$ cat config.mk
export PLATFORM = sky130hd
export DESIGN_NAME = alu_arbiter
export DESIGN_NICKNAME = d
export VERILOG_FILES = /design/src/rtl/alu_arbiter_pkg.sv /design/src/rtl/alu_arbiter_alu.sv /design/src/rtl/alu_arbiter.sv
export SDC_FILE = /design/constraint.sdc
export NUM_CORES = 1
export LEC_CHECK = 0
export ABC_AREA = 1
export ABC_CLOCK_PERIOD_IN_PS = 5750
export CORE_ASPECT_RATIO = 0.8
export CORE_MARGIN = 2
export CORE_UTILIZATION = 40
export DETAILED_ROUTE_END_ITERATION = 7
export MAX_ROUTING_LAYER = met4
export PLACE_DENSITY_LB_ADDON = 0.25
export SLEW_MARGIN = 15
export SYNTH_ARGS = -nofsm -noshare
export SYNTH_HDL_FRONTEND = slang
export SYNTH_SLANG_ARGS = --single-unit
export TNS_END_PERCENT = 10
$ cat constraint.sdc
create_clock -name clk -period 5.75 [get_ports clk]
set_clock_uncertainty 0.2 [all_clocks]
set_input_delay 1.15 -clock clk [delete_from_list [all_inputs] [get_ports clk]]
set_output_delay 1.15 -clock clk [all_outputs]
set_load 0.005 [all_outputs]
$ cat src/rtl/alu_arbiter_pkg.sv
// Shared ALU opcodes, response-buffer states and response-entry layout for alu_arbiter.
package alu_arbiter_pkg;

    localparam logic [3:0] FN_NOR = 4'd0;
    localparam logic [3:0] FN_SRA = 4'd1;
    localparam logic [3:0] FN_SRL = 4'd2;
    localparam logic [3:0] FN_ADD = 4'd3;
    localparam logic [3:0] FN_SUB = 4'd4;
    localparam logic [3:0] FN_SLT = 4'd5;
    localparam logic [3:0] FN_AND = 4'd6;
    localparam logic [3:0] FN_OR  = 4'd7;
    localparam logic [3:0] FN_XOR = 4'd8;
    localparam logic [3:0] FN_ILLEGAL_MIN = 4'b1001;

    // Tag field is sized for the widest supported TAG_W; narrower tags are zero-extended.
    localparam int RESP_TAG_W_MAX = 16;

    typedef enum logic [1:0] {
        BUF_EMPTY = 2'd0,
        BUF_ONE   = 2'd1,
        BUF_TWO   = 2'd2
    } buf_state_t;

    typedef struct packed {
        logic [31:0]               out;
        logic                      id;
        logic [RESP_TAG_W_MAX-1:0] tag;
        logic                      err;
    } resp_ent_t;

endpackage

$ cat src/rtl/alu_arbiter_alu.sv
// Combinational 32-bit ALU; zero latency, no flow control. Codes 9..15 give 0 with o_err set.
module alu_arbiter_alu
    import alu_arbiter_pkg::*;
(
    input  logic [3:0]  i_func,
    input  logic [31:0] i_a,
    input  logic [31:0] i_b,
    output logic [31:0] o_out,
    output logic        o_err
);

    always_comb begin
        o_out = 32'd0;
        o_err = (i_func >= FN_ILLEGAL_MIN);
        case (i_func)
            FN_NOR:  o_out = ~(i_a | i_b);
            FN_SRA:  o_out = $unsigned($signed(i_a) >>> i_b[4:0]);
            FN_SRL:  o_out = i_a >> i_b[4:0];
            FN_ADD:  o_out = i_a + i_b;
            FN_SUB:  o_out = i_a - i_b;
            FN_SLT:  o_out = {31'd0, ($signed(i_a) < $signed(i_b))};
            FN_AND:  o_out = i_a & i_b;
            FN_OR:   o_out = i_a | i_b;
            FN_XOR:  o_out = i_a ^ i_b;
            default: o_out = 32'd0;
        endcase
    end

endmodule

$ cat src/rtl/alu_arbiter.sv
// Two-port round-robin front end to one shared ALU; results 1 cycle after accept, in order.
// Ready is withheld when the response buffer is full and not draining; ALU_ARBITER_SKID_EN deepens the buffer to 2.
module alu_arbiter
    import alu_arbiter_pkg::*;
#(
    parameter int TAG_W = 4
)
(
    input  logic             clk,
    input  logic             resetn,
    input  logic             req0_valid,
    output logic             req0_ready,
    input  logic [3:0]       req0_func,
    input  logic [31:0]      req0_a,
    input  logic [31:0]      req0_b,
    input  logic [TAG_W-1:0] req0_tag,
    input  logic             req1_valid,
    output logic             req1_ready,
    input  logic [3:0]       req1_func,
    input  logic [31:0]      req1_a,
    input  logic [31:0]      req1_b,
    input  logic [TAG_W-1:0] req1_tag,
    output logic             resp_valid,
    input  logic             resp_ready,
    output logic [31:0]      resp_out,
    output logic             resp_id,
    output logic [TAG_W-1:0] resp_tag,
    output logic             resp_err
);

    buf_state_t       r_state;
    buf_state_t       w_state_nxt;
    resp_ent_t        r_head;
    resp_ent_t        w_new;
    logic             r_last;
    logic             w_gnt;
    logic             w_full;
    logic             w_space;
    logic             w_push;
    logic             w_pop;
    logic [3:0]       w_func;
    logic [31:0]      w_a;
    logic [31:0]      w_b;
    logic [TAG_W-1:0] w_tag;
    logic [31:0]      w_alu_out;
    logic             w_alu_err;

`ifdef ALU_ARBITER_SKID_EN
    resp_ent_t        r_tail;
    assign w_full = (r_state == BUF_TWO);
`else
    assign w_full = (r_state == BUF_ONE);
`endif

    // A full buffer still has room when its head leaves this cycle.
    assign w_space = resetn && (!w_full || resp_ready);

    // Contention goes to the port not granted last; otherwise the lone requester wins.
    assign w_gnt      = (req0_valid && req1_valid) ? ~r_last : ~req0_valid;
    assign req0_ready = w_space && req0_valid && !w_gnt;
    assign req1_ready = w_space && req1_valid && w_gnt;

    assign w_push = (req0_valid && req0_ready) || (req1_valid && req1_ready);
    assign w_pop  = resp_valid && resp_ready;

    assign w_func = w_gnt ? req1_func : req0_func;
    assign w_a    = w_gnt ? req1_a    : req0_a;
    assign w_b    = w_gnt ? req1_b    : req0_b;
    assign w_tag  = w_gnt ? req1_tag  : req0_tag;

    alu_arbiter_alu u_alu (
        .i_func (w_func),
        .i_a    (w_a),
        .i_b    (w_b),
        .o_out  (w_alu_out),
        .o_err  (w_alu_err)
    );

    always_comb begin
        w_new     = '0;
        w_new.out = w_alu_out;
        w_new.id  = w_gnt;
        w_new.tag = RESP_TAG_W_MAX'(w_tag);
        w_new.err = w_alu_err;
    end

    always_ff @(posedge clk or negedge resetn) begin
        if (!resetn) begin
            r_state <= BUF_EMPTY;
        end else begin
            r_state <= w_state_nxt;
        end
    end

    always_comb begin
        w_state_nxt = r_state;
        case (r_state)
            BUF_EMPTY: if (w_push) w_state_nxt = BUF_ONE;
            BUF_ONE: begin
`ifdef ALU_ARBITER_SKID_EN
                if (w_push && !w_pop) w_state_nxt = BUF_TWO;
`endif
                if (!w_push && w_pop) w_state_nxt = BUF_EMPTY;
            end
            BUF_TWO:   if (!w_push && w_pop) w_state_nxt = BUF_ONE;
            default:   w_state_nxt = BUF_EMPTY;
        endcase
    end

    always_ff @(posedge clk or negedge resetn) begin
        if (!resetn) begin
            r_last <= 1'b1;
        end else if (w_push) begin
            r_last <= w_gnt;
        end
    end

`ifdef ALU_ARBITER_SKID_EN
    always_ff @(posedge clk or negedge resetn) begin
        if (!resetn) begin
            r_head <= '0;
            r_tail <= '0;
        end else begin
            if (w_pop && (r_state == BUF_TWO)) begin
                r_head <= r_tail;
            end else if (w_push && ((r_state == BUF_EMPTY) || w_pop)) begin
                r_head <= w_new;
            end
            if (w_push && ((r_state == BUF_TWO) || ((r_state == BUF_ONE) && !w_pop))) begin
                r_tail <= w_new;
            end
        end
    end
`else
    // Single entry: a push only happens into an empty or simultaneously draining slot.
    always_ff @(posedge clk or negedge resetn) begin
        if (!resetn) begin
            r_head <= '0;
        end else if (w_push) begin
            r_head <= w_new;
        end
    end
`endif

    assign resp_valid = (r_state != BUF_EMPTY);
    assign resp_out   = r_head.out;
    assign resp_id    = r_head.id;
    assign resp_tag   = TAG_W'(r_head.tag);
    assign resp_err   = r_head.err;

endmodule

==> results.py <==
metrics = {
    "worst_setup_path": {
        "rrSetupSlack_ns": 1.21,
        "arrival_ns": 5.35,
        "path_class": "in2reg",
        "cp-end-kind": "flop",
        "crit_fanout": 73,
        "cp-start-kind": "input pin",
        "cp.required_ns": 5.75,
    },
    "hold_path": {
        "hp-class": "reg2reg",
    },
    "pwr": {
        "p_leak_nw": 6.88,
        "cellPowerDensity_mw_per_mm2": 252,
        "ir_drop_v": 0.000125,
    },
    "global_routing": {
        "grt_max_degree": 74,
        "grt_first_pass_wirelength_um": 84500,
        "antenna_found_initial": 0,
        "grt_pass1_vias": 13432,
        "globalRouteTotalUtil_pct": 40.9,
        "grt.overflow.total": 0,
    },
    "synth": {
        "synthArstFlopShare_pct": 100,
        "syn_area_mm2": 0.0109,
        "yosysTopAreaCell": "nand2_1",
        "yosysMostFrequentCell": "nand2_1",
        "yosysWarnings": 0,
        "seq_area_frac_synth_pct": 9.19,
        "synth-edff-count": 0,
        "synth.area.top_cells": "nand2_1, ha_1, nand3_1",
        "ys.flop_type": "dfrtp_1",
        "netlist_instances": 2065,
        "yosys.area.top_type_share_pct": 23.4,
        "synth_cell_type_count": 51,
        "avgSynthCellArea_um2": 5.28,
        "synth-seq-cells": 40,
        "synth_fp_nets": 2315,
        "ys_top_cells_by_count": "nand2_1, inv_1, nand3_1",
    },
    "timing": {
        "hold_violations": 0,
        "setup_viol": 0,
        "tightest_slew_ns": 0.914,
        "finalSetupTns_ns": 0,
        "period_needed_ns": 5.35,
        "timing.final.crit_share_pct": 93.0,
        "rsz0062_at_grt": "no",
        "slew_viol_final": 0,
        "relSlewSlack_pct": 38.8,
        "fmax_ghz": 0.187,
    },
    "clocking": {
        "tritoncts": "yes",
        "ctsResizeCount": 0,
        "cts.sinks": 40,
        "htreeDepth": 2,
        "clkLatencyLatePin_ns": 0.29,
        "cts_buffers": 5,
        "ctsRootBufferMaster": "clkbuf_16",
        "path_clk_slew_ns": 0.08,
        "post_cts_buffers": 0,
        "clockBufferDepth": 2,
        "cts_hold_buffers": 0,
    },
    "finish": {
        "final_cells": 2596,
        "nNetsFinal": 2480,
        "area_growth_pct": 23.3,
        "drive_above_1_share_pct": 5.78,
    },
    "die": {
        "die-area_mm2": 0.0286,
        "std_cell_rows": 54,
        "chipHeight_um": 152,
        "core_mm2": 0.0270,
        "ioPinCount": 190,
        "die_w_um": 189,
        "start_util_pct": 40.4,
    },
    "detailed_routing": {
        "ant_nets": 0,
        "routedWlPerCell_um": 22.4,
        "vias": 14953,
        "remaining_drc_errors": 0,
        "vias_per_cell": 5.76,
        "route.final.wire_length_um": 58200,
        "drtIter0Drc": 1983,
        "drt_pass1_iterations": 7,
    },
    "placed_design": {
        "io_buffer_count": 189,
        "dp_hpwl_um": 48100,
        "dp_cells": 2587,
        "gp_congestion": 1.11,
    },
    "job": {
        "max-cap-violations": 0,
    },
    "run_status": {
        "status": "finished clean",
    },
}
## area by class of cell
type,count,area [um2]
flip-flops and latches,40,1000
fillers,3014,13600
clock inverters,2,35.0
repair buffers,252,2380
clock buffers,6,129
multi-input cells,1647,8370
well taps,364,455
inverters,284,1070
diodes,1,2.50
## where the power goes
part,switching (mW),internal (mW)
sequential,0.0571,0.374
combinational,1.74,0.867
clock,0.144,0.205
## state kept, by name, summed over array words and instances (netlist names)
register,count
r_last,1
r_state,1
resp_err,1
resp_id,1
resp_out,32
resp_tag,4
## per-layer routing
| layer | up-vias | routed length [um] | global-route usage, % |
|---|---|---|---|
| met5 | - | 0 | - |
| met4 | 0 | 2590 | 17.2 |
| met2 | 955 | 24200 | 61.0 |
| met3 | 159 | 6840 | 9.21 |
| met1 | 6822 | 24600 | 53.5 |
| li1 | 7017 | - | - |
## per-stage QoR
stage               power, mW  util [%]  area, um2  hold slack (ns)  setup slack (ns)
finish                   3.39      49.8      13400            0.277             0.402
CTS                      3.29      49.8      13400            0.276             0.568
floorplan                1.87         -      10900            0.272              1.52
global route             3.60      49.8      13400            0.307             0.261
detailed placement       2.94      49.1      13300            0.261             0.272
global placement         2.94      49.1      13300            0.258             0.180
## worst paths after layout
path	startpoint	end	cells after the start
setup / recovery	req1_valid	resp_out[22]$_DFFE_PN0P_	19
hold / removal	resp_id$_DFFE_PN0P_	resp_id$_DFFE_PN0P_	2
setup reg to reg	r_last$_DFFE_PN1P_	resp_out[22]$_DFFE_PN0P_	19
hold reg to reg	resp_id$_DFFE_PN0P_	resp_id$_DFFE_PN0P_	2
max in group asynchronous	resetn	resp_out[8]$_DFFE_PN0P_	2
min in group asynchronous	resetn	resp_out[7]$_DFFE_PN0P_	2
## critical path, cell delays in order
cell and delay (ns):
clkdlybuf4s50_1 0.47, nand2_2 0.26, nand2_8 0.16, buf_12 0.23, o21ai_0 0.58, ha_1 0.37, buf_4 0.18, nor2_1 0.11
inv_1 0.07, nor2_1 0.18, inv_1 0.09, o21ai_0 0.61, a21oi_1 0.22, nand2_1 0.14, nand2_1 0.06, nand3_1 0.10
nand3_1 0.14, nand2_1 0.09, nand2_1 0.06
## cells by family (layout without fill, tap and decap cells)
group | count (synthesis) | count (layout) | share of synthesized area (%)
AND/OR/NAND/NOR | 1145 | 1145 | 44.0
AO/OA/AOI/OAI | 401 | 401 | 21.0
buffers and inverters | 378 | 544 | 14.1
adder cells (fa/ha/maj) | 101 | 101 | 11.7
flip-flops | 40 | 40 | 9.19
other | 0 | 1 | 0
## layout by cell type (no fill, tap or decap), types with 4 or more instances in the layout
cell type	netlist	layout
inv_2	8	8
o21ai_0	138	138
dfrtp_1	39	39
clkbuf_16	0	5
inv_1	274	274
nor2_1	169	169
o21ai_2	14	14
a21boi_0	5	5
a31oi_1	12	12
nor3_1	16	16
ha_1	100	100
nand2_1	680	680
buf_4	9	61
nand3_1	216	216
o22ai_1	16	16
nor2_2	4	4
nand2_2	10	10
nand4_1	18	18
o211ai_1	18	18
o21ai_1	42	42
a21o_1	5	5
nor4_1	10	10
clkdlybuf4s50_1	0	188
a21oi_1	118	118
o21bai_1	8	8
a211oi_1	6	6
or2_2	6	6
Power figures use the tool's default switching activity.
